### config.mk
export PLATFORM = sky130hd
export DESIGN_NAME = result_bcd_display
export DESIGN_NICKNAME = d
export VERILOG_FILES = /design/src/rtl/result_bcd_display_pkg.sv /design/src/rtl/result_bcd_display_seg7_digit.sv /design/src/rtl/result_bcd_display.sv
export SDC_FILE = /design/constraint.sdc
export NUM_CORES = 1
export LEC_CHECK = 0
export ABC_AREA = 0
export BUFFER_PORTS_ARGS = -buffer_cell sky130_fd_sc_hd__buf_4
export CORE_ASPECT_RATIO = 1.4
export CORE_MARGIN = 2
export CORE_UTILIZATION = 40
export CTS_CLUSTER_SIZE = 14
export DETAILED_ROUTE_END_ITERATION = 16
export PLACE_DENSITY = 0.7
export RECOVER_POWER = 100
export SYNTH_ARGS = -nofsm -noshare
export SYNTH_HDL_FRONTEND = slang
export SYNTH_SLANG_ARGS = --single-unit
### constraint.sdc
create_clock -name clk -period 1.4 [get_ports clk]
set_clock_uncertainty 0.05 [all_clocks]
set_input_delay 0.14 -clock clk [delete_from_list [all_inputs] [get_ports clk]]
set_output_delay 0.14 -clock clk [all_outputs]
set_load 0.01 [all_outputs]
### src/rtl/result_bcd_display_pkg.sv
// Shared constants for result_bcd_display: active-low segment codes, FSM states
// and the per-nibble add-3 step of the double-dabble conversion.
package result_bcd_display_pkg;

    localparam logic [6:0] SEG_0     = 7'b1000000;
    localparam logic [6:0] SEG_1     = 7'b1111001;
    localparam logic [6:0] SEG_2     = 7'b0100100;
    localparam logic [6:0] SEG_3     = 7'b0110000;
    localparam logic [6:0] SEG_4     = 7'b0011001;
    localparam logic [6:0] SEG_5     = 7'b0010010;
    localparam logic [6:0] SEG_6     = 7'b0000010;
    localparam logic [6:0] SEG_7     = 7'b1111000;
    localparam logic [6:0] SEG_8     = 7'b0000000;
    localparam logic [6:0] SEG_9     = 7'b0010000;
    localparam logic [6:0] SEG_BLANK = 7'b1111111;
    localparam logic [6:0] SEG_MINUS = 7'b0111111;

    typedef enum logic {
        ST_IDLE = 1'b0,
        ST_CONV = 1'b1
    } state_t;

    function automatic logic [3:0] add3(input logic [3:0] nib);
        return (nib >= 4'd5) ? nib + 4'd3 : nib;
    endfunction

endpackage

### src/rtl/result_bcd_display_seg7_digit.sv
// seg7_digit: one BCD nibble to active-low seven-segment code, with blank enable.
// Nibbles above 9 decode to blank.
module seg7_digit
    import result_bcd_display_pkg::*;
(
    input  logic [3:0] i_digit,
    input  logic       i_blank,
    output logic [6:0] o_seg
);

    always_comb begin
        o_seg = SEG_BLANK;
        if (!i_blank) begin
            case (i_digit)
                4'd0:    o_seg = SEG_0;
                4'd1:    o_seg = SEG_1;
                4'd2:    o_seg = SEG_2;
                4'd3:    o_seg = SEG_3;
                4'd4:    o_seg = SEG_4;
                4'd5:    o_seg = SEG_5;
                4'd6:    o_seg = SEG_6;
                4'd7:    o_seg = SEG_7;
                4'd8:    o_seg = SEG_8;
                4'd9:    o_seg = SEG_9;
                default: o_seg = SEG_BLANK;
            endcase
        end
    end

endmodule

### src/rtl/result_bcd_display.sv
// Sequential binary-to-BCD (one bit per clock) driving three HEX digits plus a sign digit.
// Build option SIGNED_DISPLAY_EN: treat value as two's complement and show a minus sign.
module result_bcd_display
    import result_bcd_display_pkg::*;
#(
    parameter int WIDTH = 7
) (
    input  logic             clk,
    input  logic             rst_n,
    input  logic             load,
    input  logic [WIDTH-1:0] value,
    input  logic             borrow,
    output logic             busy,
    output logic             done,
    output logic [11:0]      bcd,
    output logic [6:0]       hex0,
    output logic [6:0]       hex1,
    output logic [6:0]       hex2,
    output logic [6:0]       hex3,
    output logic             flag_led
);

    localparam int CNT_W = $clog2(WIDTH + 1);

    state_t           r_state;
    state_t           w_state_next;
    logic [WIDTH-1:0] r_shift;
    logic [11:0]      r_scratch;
    logic [CNT_W-1:0] r_cnt;
    logic             r_borrow;
    logic             r_neg;
    logic [11:0]      r_bcd;
    logic             r_sign;
    logic             r_flag;
    logic             r_done;

    logic [WIDTH-1:0] w_mag;
    logic             w_neg;
    logic [11:0]      w_adj;
    logic [11:0]      w_scratch_next;
    logic             w_last;

`ifdef SIGNED_DISPLAY_EN
    // Negation at capture keeps latency identical; the most negative value maps onto itself.
    assign w_neg = value[WIDTH-1];
    assign w_mag = w_neg ? (~value) + {{(WIDTH-1){1'b0}}, 1'b1} : value;
`else
    assign w_neg = 1'b0;
    assign w_mag = value;
`endif

    assign w_adj          = {add3(r_scratch[11:8]), add3(r_scratch[7:4]), add3(r_scratch[3:0])};
    assign w_scratch_next = 12'({w_adj, r_shift[WIDTH-1]});
    assign w_last         = (r_cnt == CNT_W'(1));

    always_ff @(posedge clk or negedge rst_n) begin
        if (!rst_n) r_state <= ST_IDLE;
        else        r_state <= w_state_next;
    end

    always_comb begin
        w_state_next = r_state;
        case (r_state)
            ST_IDLE: if (load)   w_state_next = ST_CONV;
            ST_CONV: if (w_last) w_state_next = ST_IDLE;
            default:             w_state_next = ST_IDLE;
        endcase
    end

    always_ff @(posedge clk or negedge rst_n) begin
        if (!rst_n) begin
            r_shift   <= '0;
            r_scratch <= '0;
            r_cnt     <= '0;
            r_borrow  <= 1'b0;
            r_neg     <= 1'b0;
            r_bcd     <= '0;
            r_sign    <= 1'b0;
            r_flag    <= 1'b0;
            r_done    <= 1'b0;
        end else begin
            r_done <= 1'b0;
            case (r_state)
                ST_IDLE: begin
                    if (load) begin
                        r_shift   <= w_mag;
                        r_scratch <= '0;
                        r_cnt     <= CNT_W'(WIDTH);
                        r_borrow  <= borrow;
                        r_neg     <= w_neg;
                    end
                end
                ST_CONV: begin
                    r_scratch <= w_scratch_next;
                    r_shift   <= r_shift << 1;
                    r_cnt     <= r_cnt - CNT_W'(1);
                    // Visible outputs change only here, so partial digits never show.
                    if (w_last) begin
                        r_bcd  <= w_scratch_next;
                        r_sign <= r_neg;
                        r_flag <= r_borrow;
                        r_done <= 1'b1;
                    end
                end
                default: ;
            endcase
        end
    end

    assign busy     = (r_state == ST_CONV);
    assign done     = r_done;
    assign bcd      = r_bcd;
    assign flag_led = r_flag;
    assign hex3     = r_sign ? SEG_MINUS : SEG_BLANK;

    seg7_digit u_dig0 (.i_digit(r_bcd[3:0]),  .i_blank(1'b0),                  .o_seg(hex0));
    seg7_digit u_dig1 (.i_digit(r_bcd[7:4]),  .i_blank(r_bcd[11:4] == 8'd0),   .o_seg(hex1));
    seg7_digit u_dig2 (.i_digit(r_bcd[11:8]), .i_blank(r_bcd[11:8] == 4'd0),   .o_seg(hex2));

endmodule
; ---- Word level (Yosys, flattened, before mapping)
; Memories as Yosys holds them, arrays and structs flattened.
; Index checks and enable logic that the tools add are counted.
[classes]
addsub = 4
order_cmp = 3
eq_ne = 2
muxes = 16
bitwise = 1
reduce_logical = 4
[op_table]
columns = op, n
row1 = 12-bit one-hot mux with 2 select lines, 1
row2 = 7-bit 2-to-1 mux, 3
row3 = 7-bit one-hot mux with 2 select lines, 1
row4 = 4-bit by 3-bit greater-or-equal comparator with 1-bit output (second input constant), 3
row5 = 12-bit 2-to-1 mux, 1
row6 = 4-bit by 2-bit adder with 4-bit output (second input constant), 2
row7 = 8-bit logical NOT, 1
row8 = 4-bit 2-to-1 mux, 2
row9 = 3-bit 2-to-1 mux, 2
row10 = 3-bit one-hot mux with 2 select lines, 1
row11 = 4-bit logical NOT, 1
row12 = 1-bit 2-to-1 mux, 4
row13 = 2-bit AND reduction, 2
row14 = 3-bit by 2-bit adder with 3-bit output (second input constant), 1
row15 = 3-bit by 1-bit equality test with 1-bit output (second input constant), 1
row16 = 3-bit by 1-bit subtractor with 3-bit output (second input constant), 1
row17 = 2-bit != test (second input constant), 1
row18 = 1-bit one-hot mux with 2 select lines, 1
row19 = 1-bit NOT, 1
[totals]
register_bits = 38
romBits = 336
out_inout_bits = 43
wordCells = 41
mem_count = 3
[memory_table]
columns = name, words, word_bits, rd, rd_ports_with_merged_regs, write_ports, line_no
row1 = (name not given), 16, 7, 1, 0, 0, result_bcd_display_seg7_digit.sv:14  ; case (i_digit)
row2 = (name not given), 16, 7, 1, 0, 0, result_bcd_display_seg7_digit.sv:14
row3 = (name not given), 16, 7, 1, 0, 0, result_bcd_display_seg7_digit.sv:14

; ---- Logic depth before layout (Yosys ltp)
; Gate-level depths: netlist of run 1.
[depth]
ltp_word = 3
ltp_mapped = 7
mapped_depth_nobuf = 6

; ---- By module
; Synthesis of run 1 repeated with hierarchy kept, for this count alone.
[hier_totals]
cells_unflattened = 276
area_unflattened_um2 = 2627.5
[by_module_without_submodules]
columns = module, instances, cells_per_inst, area_each_um2, seq_area_each_um2
row1 = result_bcd_display, 1, 177, 1920.6, 950.9
row2 = seg7_digit at u_dig0 ..., 2, 33, 235.2, 0.0
row3 = seg7_digit at u_dig1, 1, 33, 236.5, 0.0

; ---- Least setup slack after synthesis of run 1
; No wires, ideal clock.
[synth_path]
path_type = register -> output
from = register r_bcd[9], in the netlist bcd[9]
to = output port hex2[3]
arrival_ns = 1.349
t_required_ns = 1.210
path_slack_ns = -0.139
stages_incl_launch_ff = 6
cell_sequence = dfrtp_1 > inv_1 > ha_1 > or3_1 > a21oi_1 > a21oi_1
[synth_via]
elab_chain_cells = 2
elab_cells_between_ends = 3
classes_between = 1 x mux / 1 x reduce/logical / 1 x memory
[synth_lines]
columns = element, line_no
row1 = "start, declared", result_bcd_display.sv:32  ; logic [11:0] r_bcd;
row2 = "start signal, assigned", result_bcd_display.sv:99  ; r_bcd <= w_scratch_next;
row3 = memory read 16 x 7 bit / 4-bit logical NOT (equally long branches), --
row4 = 7-bit 2-to-1 mux *, result_bcd_display_seg7_digit.sv:13  ; if (!i_blank) begin
row5 = "end, declared", result_bcd_display.sv:18  ; output logic [6:0] hex2,
; Every way passes the cells marked *; elsewhere a longest branch is shown, timed or not.

; ---- Final worst setup path of run 1
[layout_path]
from = register r_bcd[8], in the netlist bcd[8]
to = output port hex2[3]
; Same word-level chain as after synthesis.

==> results.sh, run 1 <==
export IMPL_finalHoldViolations=0
export IMPL_htreeDepth=2
export IMPL_grt_max_degree=39
export IMPL_maxCapViolCount=0
export IMPL_dr_total_vias=2152
export IMPL_io_buffers=46
export IMPL_power_total_mw=9.60
export IMPL_final_cell_mix="73 x buf_4, 29 x dfrtp_1, 23 x nand2_1, 17 x mux2i_1, 16 x nor2_1"
export IMPL_first_global_vias=2124
export IMPL_die_h_um=97.3
export IMPL_cp_slowest_cell="dfrtp_2"
export IMPL_violations="setup timing"
export IMPL_outcome="finished with violations"
export IMPL_crit_family="flip-flops"
export IMPL_cts_clk_slew_worst_paths_ns=0.08
export IMPL_synth_area_um2=2490
export IMPL_grt_usage_pct=16.9
export IMPL_firstDrtPassIters=4
export IMPL_relSlewSlack_pct=36.3
export IMPL_cts_buffers=5
export IMPL_ys_seq_elements=38
export IMPL_post_synth_num_cell_types=35
export IMPL_final_common_cell="buf_4"
export IMPL_path_max_fanout=3
export IMPL_die_x_um=70.6
export IMPL_wl_per_cell_um=13.2
export IMPL_cp_arrival_ns=1.60
export IMPL_syn2layout_area_growth_pct=49.5
export IMPL_nNetsFinal=402
export IMPL_antenna_found_initial=0
export IMPL_rsz0062_at_grt="yes"
export IMPL_tritoncts="built"
export IMPL_finalSetupViolations=32
export IMPL_vias_per_cell=4.88
export IMPL_syn_inst=278
export IMPL_clock_fmax_mhz=558
export IMPL_pre_cts_slack_ns=-0.103
export IMPL_cpPeakStageDelay_ns=0.44
export IMPL_root_buffer="clkbuf_8"
export IMPL_worst_endpoint_required_ns=1.21
export IMPL_dieArea_um2=6870
export IMPL_clock_sink_count=38
export IMPL_clk_latency_ns=0.30
export IMPL_gp_congestion=0.806
export IMPL_setup_tns_ns=-7.58
export IMPL_core_area_um2=6130
export IMPL_grt_overflow_total=0
export IMPL_worst_slack_ns=-0.392
export IMPL_crit_type="reg2out"
export IMPL_cp_cell_sequence="ha_4 > or3_1 > a21oi_2 > a21oi_1 > buf_4"
export IMPL_rows=34
export IMPL_critPathBufInv=1
export IMPL_detailed_place_hpwl_mm=3.73
export IMPL_end_kind="primary output"
export IMPL_start_kind="flip-flop"
export IMPL_cts_buffer_depth=2
export IMPL_post_route_min_period_ns=1.79
export IMPL_grt_pass1_wl_mm=9.52
export IMPL_drt_iter0_drc=80
export IMPL_layout_drive_gt1_share_pct=51.5
export IMPL_ir_drop_mv=1.17
export IMPL_start_util_pct=40.6
export IMPL_maxSlewViolCount=0
export IMPL_synth_edf_count=0
export IMPL_ant_nets=0
export IMPL_diodes=0
export IMPL_yosysWarnings=0
export IMPL_async_flop_share_pct=100
export IMPL_final_util_pct=60.7
export IMPL_seq_area_frac_synth_pct=38.2
export IMPL_cellLeakagePower_nw=1.75
export IMPL_totalWireLength_mm=5.81
export IMPL_fin_crit_sh_pct=128
export IMPL_worstHoldPathType="in2reg"
export IMPL_drc=0
export IMPL_synth_ff_type="dfrtp_1"
export IMPL_p_per_area_nw_per_um2=2580
export IMPL_syn_area_per_cell_um2=8.94
export IMPL_io_pins=54
export IMPL_worst_pin_slew_ns=0.956
[final cells by class]
class	count	area [um^2]
flip-flops and latches	38	962
well taps	72	90.1
repair buffers	98	757
fillers	521	2410
inverters	17	71.3
multi-input cells	208	1760
clock buffers	8	80.1
[metrics by stage]
step | cell area [um^2] | std cells | hold WS [ns]
6_report | 3720 | 441 | 0.0366
5_1_grt | 3720 | 441 | 0.0452
4_1_cts | 3530 | 431 | 0.0315
3_5_place_dp | 3170 | 415 | 0.0876
3_3_place_gp | 3170 | 415 | 0.0873
2_1_floorplan | 2590 | 284 | -0.206
[synth_stat cells (all sizes together) (6+ instances only)]
cell type  instances  area (um^2)
nor3b              6         45.0
mux2i             18          180
buf               16          106
nor2              18         67.6
o21ai             27          135
nand2             30          113
a21oi             30          154
nand2b            18          113
ha                23          288
dfrtp             38          951
inv               17         63.8
[where the power goes]
part	total, mW	internal [mW]	switching, mW	leakage [nW]
clock	0.726	0.354	0.372	0.0395
sequential	2.17	1.60	0.568	0.468
combinational	6.70	3.61	3.10	1.25
total	9.60	5.56	4.04	1.75
[logic make-up after synthesis]
group	Yosys count	synth area share [%]
mux	23	9.81
simple gates	86	17.0
flops	38	38.2
fa+ha+maj	23	11.6
compound gates	65	14.2
xor+xnor	4	1.41
other cells	1	0.151
buf+inv	38	7.65
[routing by layer]
metal  vias to the layer above  part of all wire [%]  track usage (%)  wire length [um]
met1                      1012                    42             19.4              2450
met4                         0                   1.5             6.82                85
met5                         -                     0                0                 0
met2                        39                    52             30.3              3050
met3                         6                   3.9             3.22               226
li1                       1095                     -                -                 -
[what timing repair did]
action | 4_1_cts | 5_1_grt
endpoints found under the hold margin | 38 | 0
buffers inserted | 7 | 10
hold buffers | 1 | 0
pin swaps | 22 | 15
cloned | 0 | 1
setup endpoints to repair | 31 | 43
gates resized for setup | 57 | 56
[path summary, 6_finish.rpt]
kind,from,cells after the start,endpoint,slack (ns)
worst max-delay path,bcd[8],5,hex2[3],-0.39
worst min-delay path,borrow,2,r_borrow,0.04
worst max register to register,r_scratch[1],6,r_scratch[2],-0.16
worst min register to register,r_borrow,2,flag_led,0.42
max in group asynchronous,rst_n,2,bcd[1],0.18
min in group asynchronous,rst_n,2,r_scratch[11],0.46
[registers in the layout, summed over array words and instances (netlist names)]
register   count
bcd           12
busy           1
done           1
flag_led       1
r_borrow       1
r_cnt          3
r_scratch     12
r_shift        7
Note: power is estimated with default switching activity, not from simulation.
==> run 2: changes to the inputs <==
- CTS_BUF_LIST: unset -> sky130_fd_sc_hd__clkbuf_8
- GPL_TIMING_DRIVEN: unset -> 0
==> run 2 against run 1 <==
Highest routed layer unchanged. Utilization shrank 0.76 points. Worst setup slack lost 0.029 ns. Clock power grew 5.8%. Cell count shrank 0.23%. Wire length shrank 0.67%. The flow still finishes with violations (setup timing).
==> results.sh, run 2 (synthesis results as in run 1) <==
export IMPL_outcome="finished with violations"
export IMPL_violations="setup timing"
export IMPL_tritoncts="built"
export IMPL_dpl_instance_area_um2=3030
export IMPL_final_util_pct=59.9
export IMPL_clkPwrFrac_pct=8.2
export IMPL_power_total_mw=9.34
export IMPL_seqPwrFrac_pct=22.6
export IMPL_finalSetupViolations=29
export IMPL_cts_clk_slew_worst_paths_ns=0.08
export IMPL_gp_congestion=0.808
export IMPL_relSlewSlack_pct=35.7
export IMPL_final_cell_mix="71 x buf_4, 32 x dfrtp_1, 28 x nand2_1, 17 x mux2i_1"
export IMPL_cp_slowest_cell="dfrtp_2"
export IMPL_start_util_pct=40.6
export IMPL_ir_drop_mv=1.26
export IMPL_combPwrFrac_pct=69.2
export IMPL_grt_pass1_wl_mm=9.69
export IMPL_core_area_um2=6130
export IMPL_grt_usage_pct=17.0
export IMPL_hold_ws_ns=0.0393
export IMPL_rsz0062_at_grt="yes"
export IMPL_worst_endpoint_required_ns=1.21
export IMPL_rows=34
export IMPL_netSwitchingFraction_pct=42.6
export IMPL_final_common_cell="buf_4"
export IMPL_worstHoldPathType="in2reg"
export IMPL_antenna_found_initial=0
export IMPL_rrSetupSlack_ns=-0.12
export IMPL_syn2layout_area_growth_pct=47.7
export IMPL_totalWireLength_mm=5.77
export IMPL_cellLeakagePower_nw=1.72
export IMPL_clk_latency_ns=0.29
export IMPL_io_pins=54
export IMPL_root_buffer="clkbuf_8"
export IMPL_fin_crit_sh_pct=130
export IMPL_cpPeakStageDelay_ns=0.44
export IMPL_clock_fmax_mhz=549
export IMPL_die_h_um=97.3
export IMPL_pre_cts_slack_ns=-0.212
export IMPL_drt_iter0_drc=40
export IMPL_post_route_min_period_ns=1.82
export IMPL_nNetsFinal=401
export IMPL_p_int_mw=5.36
export IMPL_crit_family="flip-flops"
export IMPL_firstDrtPassIters=4
export IMPL_grt_overflow_total=0
export IMPL_start_kind="flip-flop"
export IMPL_drc=0
export IMPL_p_sw_mw=3.98
export IMPL_crit_type="reg2out"
export IMPL_dr_total_vias=2214
export IMPL_worst_slack_ns=-0.422
export IMPL_clock_sink_count=38
export IMPL_fill_cells=526
export IMPL_critPathBufInv=2
export IMPL_p_per_area_nw_per_um2=2540
export IMPL_end_kind="primary output"
export IMPL_layout_drive_gt1_share_pct=48.9
export IMPL_grt_max_degree=39
export IMPL_io_buffers=46
export IMPL_crit_top_cell="a21oi_2"
export IMPL_worst_pin_slew_ns=0.965
export IMPL_ant_nets=0
export IMPL_maxCapViolCount=0
export IMPL_cts_buffer_depth=2
export IMPL_diodes=0
export IMPL_vias_per_cell=5.03
export IMPL_htreeDepth=2
export IMPL_die_x_um=70.6
export IMPL_finalInstanceArea_um2=3670
export IMPL_cts_buffers=5
export IMPL_path_max_fanout=4
export IMPL_wl_per_cell_um=13.1
export IMPL_dieArea_um2=6870
export IMPL_cp_arrival_ns=1.63
export IMPL_detailed_place_hpwl_mm=3.75
export IMPL_finalHoldViolations=0
export IMPL_cp_cell_sequence="inv_4 > ha_4 > or3_4 > a21oi_2 > a21oi_2 > buf_4"
export IMPL_maxSlewViolCount=0
export IMPL_first_global_vias=2169
## run 2: cell count changes in the layout (fill, tap and decap cells not counted), sizes merged
cell,previous run,this run
clkinv,0,1
inv,17,18
clkbuf,18,23
buf,87,79
## run 2: area by class of cell
| cell class | instances | area [um^2] | share of cell area [%] |
|---|---|---|---|
| clock buffers | 6 | 82.6 | 2.25 |
| well taps | 72 | 90.1 | 2.45 |
| clock inverters | 2 | 8.76 | 0.239 |
| multi-input cells | 208 | 1750 | 47.5 |
| repair buffers | 77 | 557 | 15.2 |
| plain buffers | 20 | 148 | 4.02 |
| inverters | 17 | 81.3 | 2.22 |
| flip-flops and latches | 38 | 958 | 26.1 |
## run 2: layer usage
metal,GRT usage [%],part of all wire (%),up-vias,routed length [um]
met2,30.3,53,54,3050
li1,-,-,1093,-
met5,0,0,-,0
met4,6.24,2.1,0,120
met3,3.22,4.0,12,229
met1,20.2,41,1055,2370
## run 2: what timing repair did
item,4_1_cts,5_1_grt
hold buffers,1,0
hold endpoints to repair,38,0
setup buffers,18,12
pin swaps,25,10
gates resized for setup,82,26
endpoints found under the setup margin,29,42
## run 2: through the flow
step | TNS [ns] | std cells
global route | -9.89 | 440
floorplan | -0.0340 | 284
finish | -6.88 | 440
detailed placement | -2.15 | 402
CTS | -6.22 | 428
global placement | -1.81 | 402
## run 2: worst paths after layout
check	from	to	cells past startpoint
min	borrow	r_borrow	2
min reg2reg	r_borrow	flag_led	2
max reg2reg	r_scratch[4]	r_scratch[6]	6
max in group asynchronous	rst_n	bcd[1]	2
min in group asynchronous	rst_n	r_scratch[11]	2
max	bcd[8]	hex2[3]	6
## run 2: worst register-to-register path: cells and delay by family (launching register included)
kind                       cells  cell delay [ns]
adders and majority gates      1             0.16
buffers and inverters          1             0.12
and+or+nand+nor                1             0.06
DFF                            1             0.43
AOI/OAI and AO/OA              1             0.15
muxes                          2             0.47
## run 2: power by group through the flow
| stage | Combinational (mW) | Sequential (mW) | Clock [mW] |
|---|---|---|---|
| CTS | 6.09 | 2.08 | 0.790 |
| floorplan | 3.15 | 2.06 | 0 |
| global placement | 4.76 | 2.07 | 0 |
| detailed placement | 4.88 | 2.08 | 0 |
| global route | 7.12 | 2.17 | 0.827 |
| finish | 6.46 | 2.11 | 0.768 |
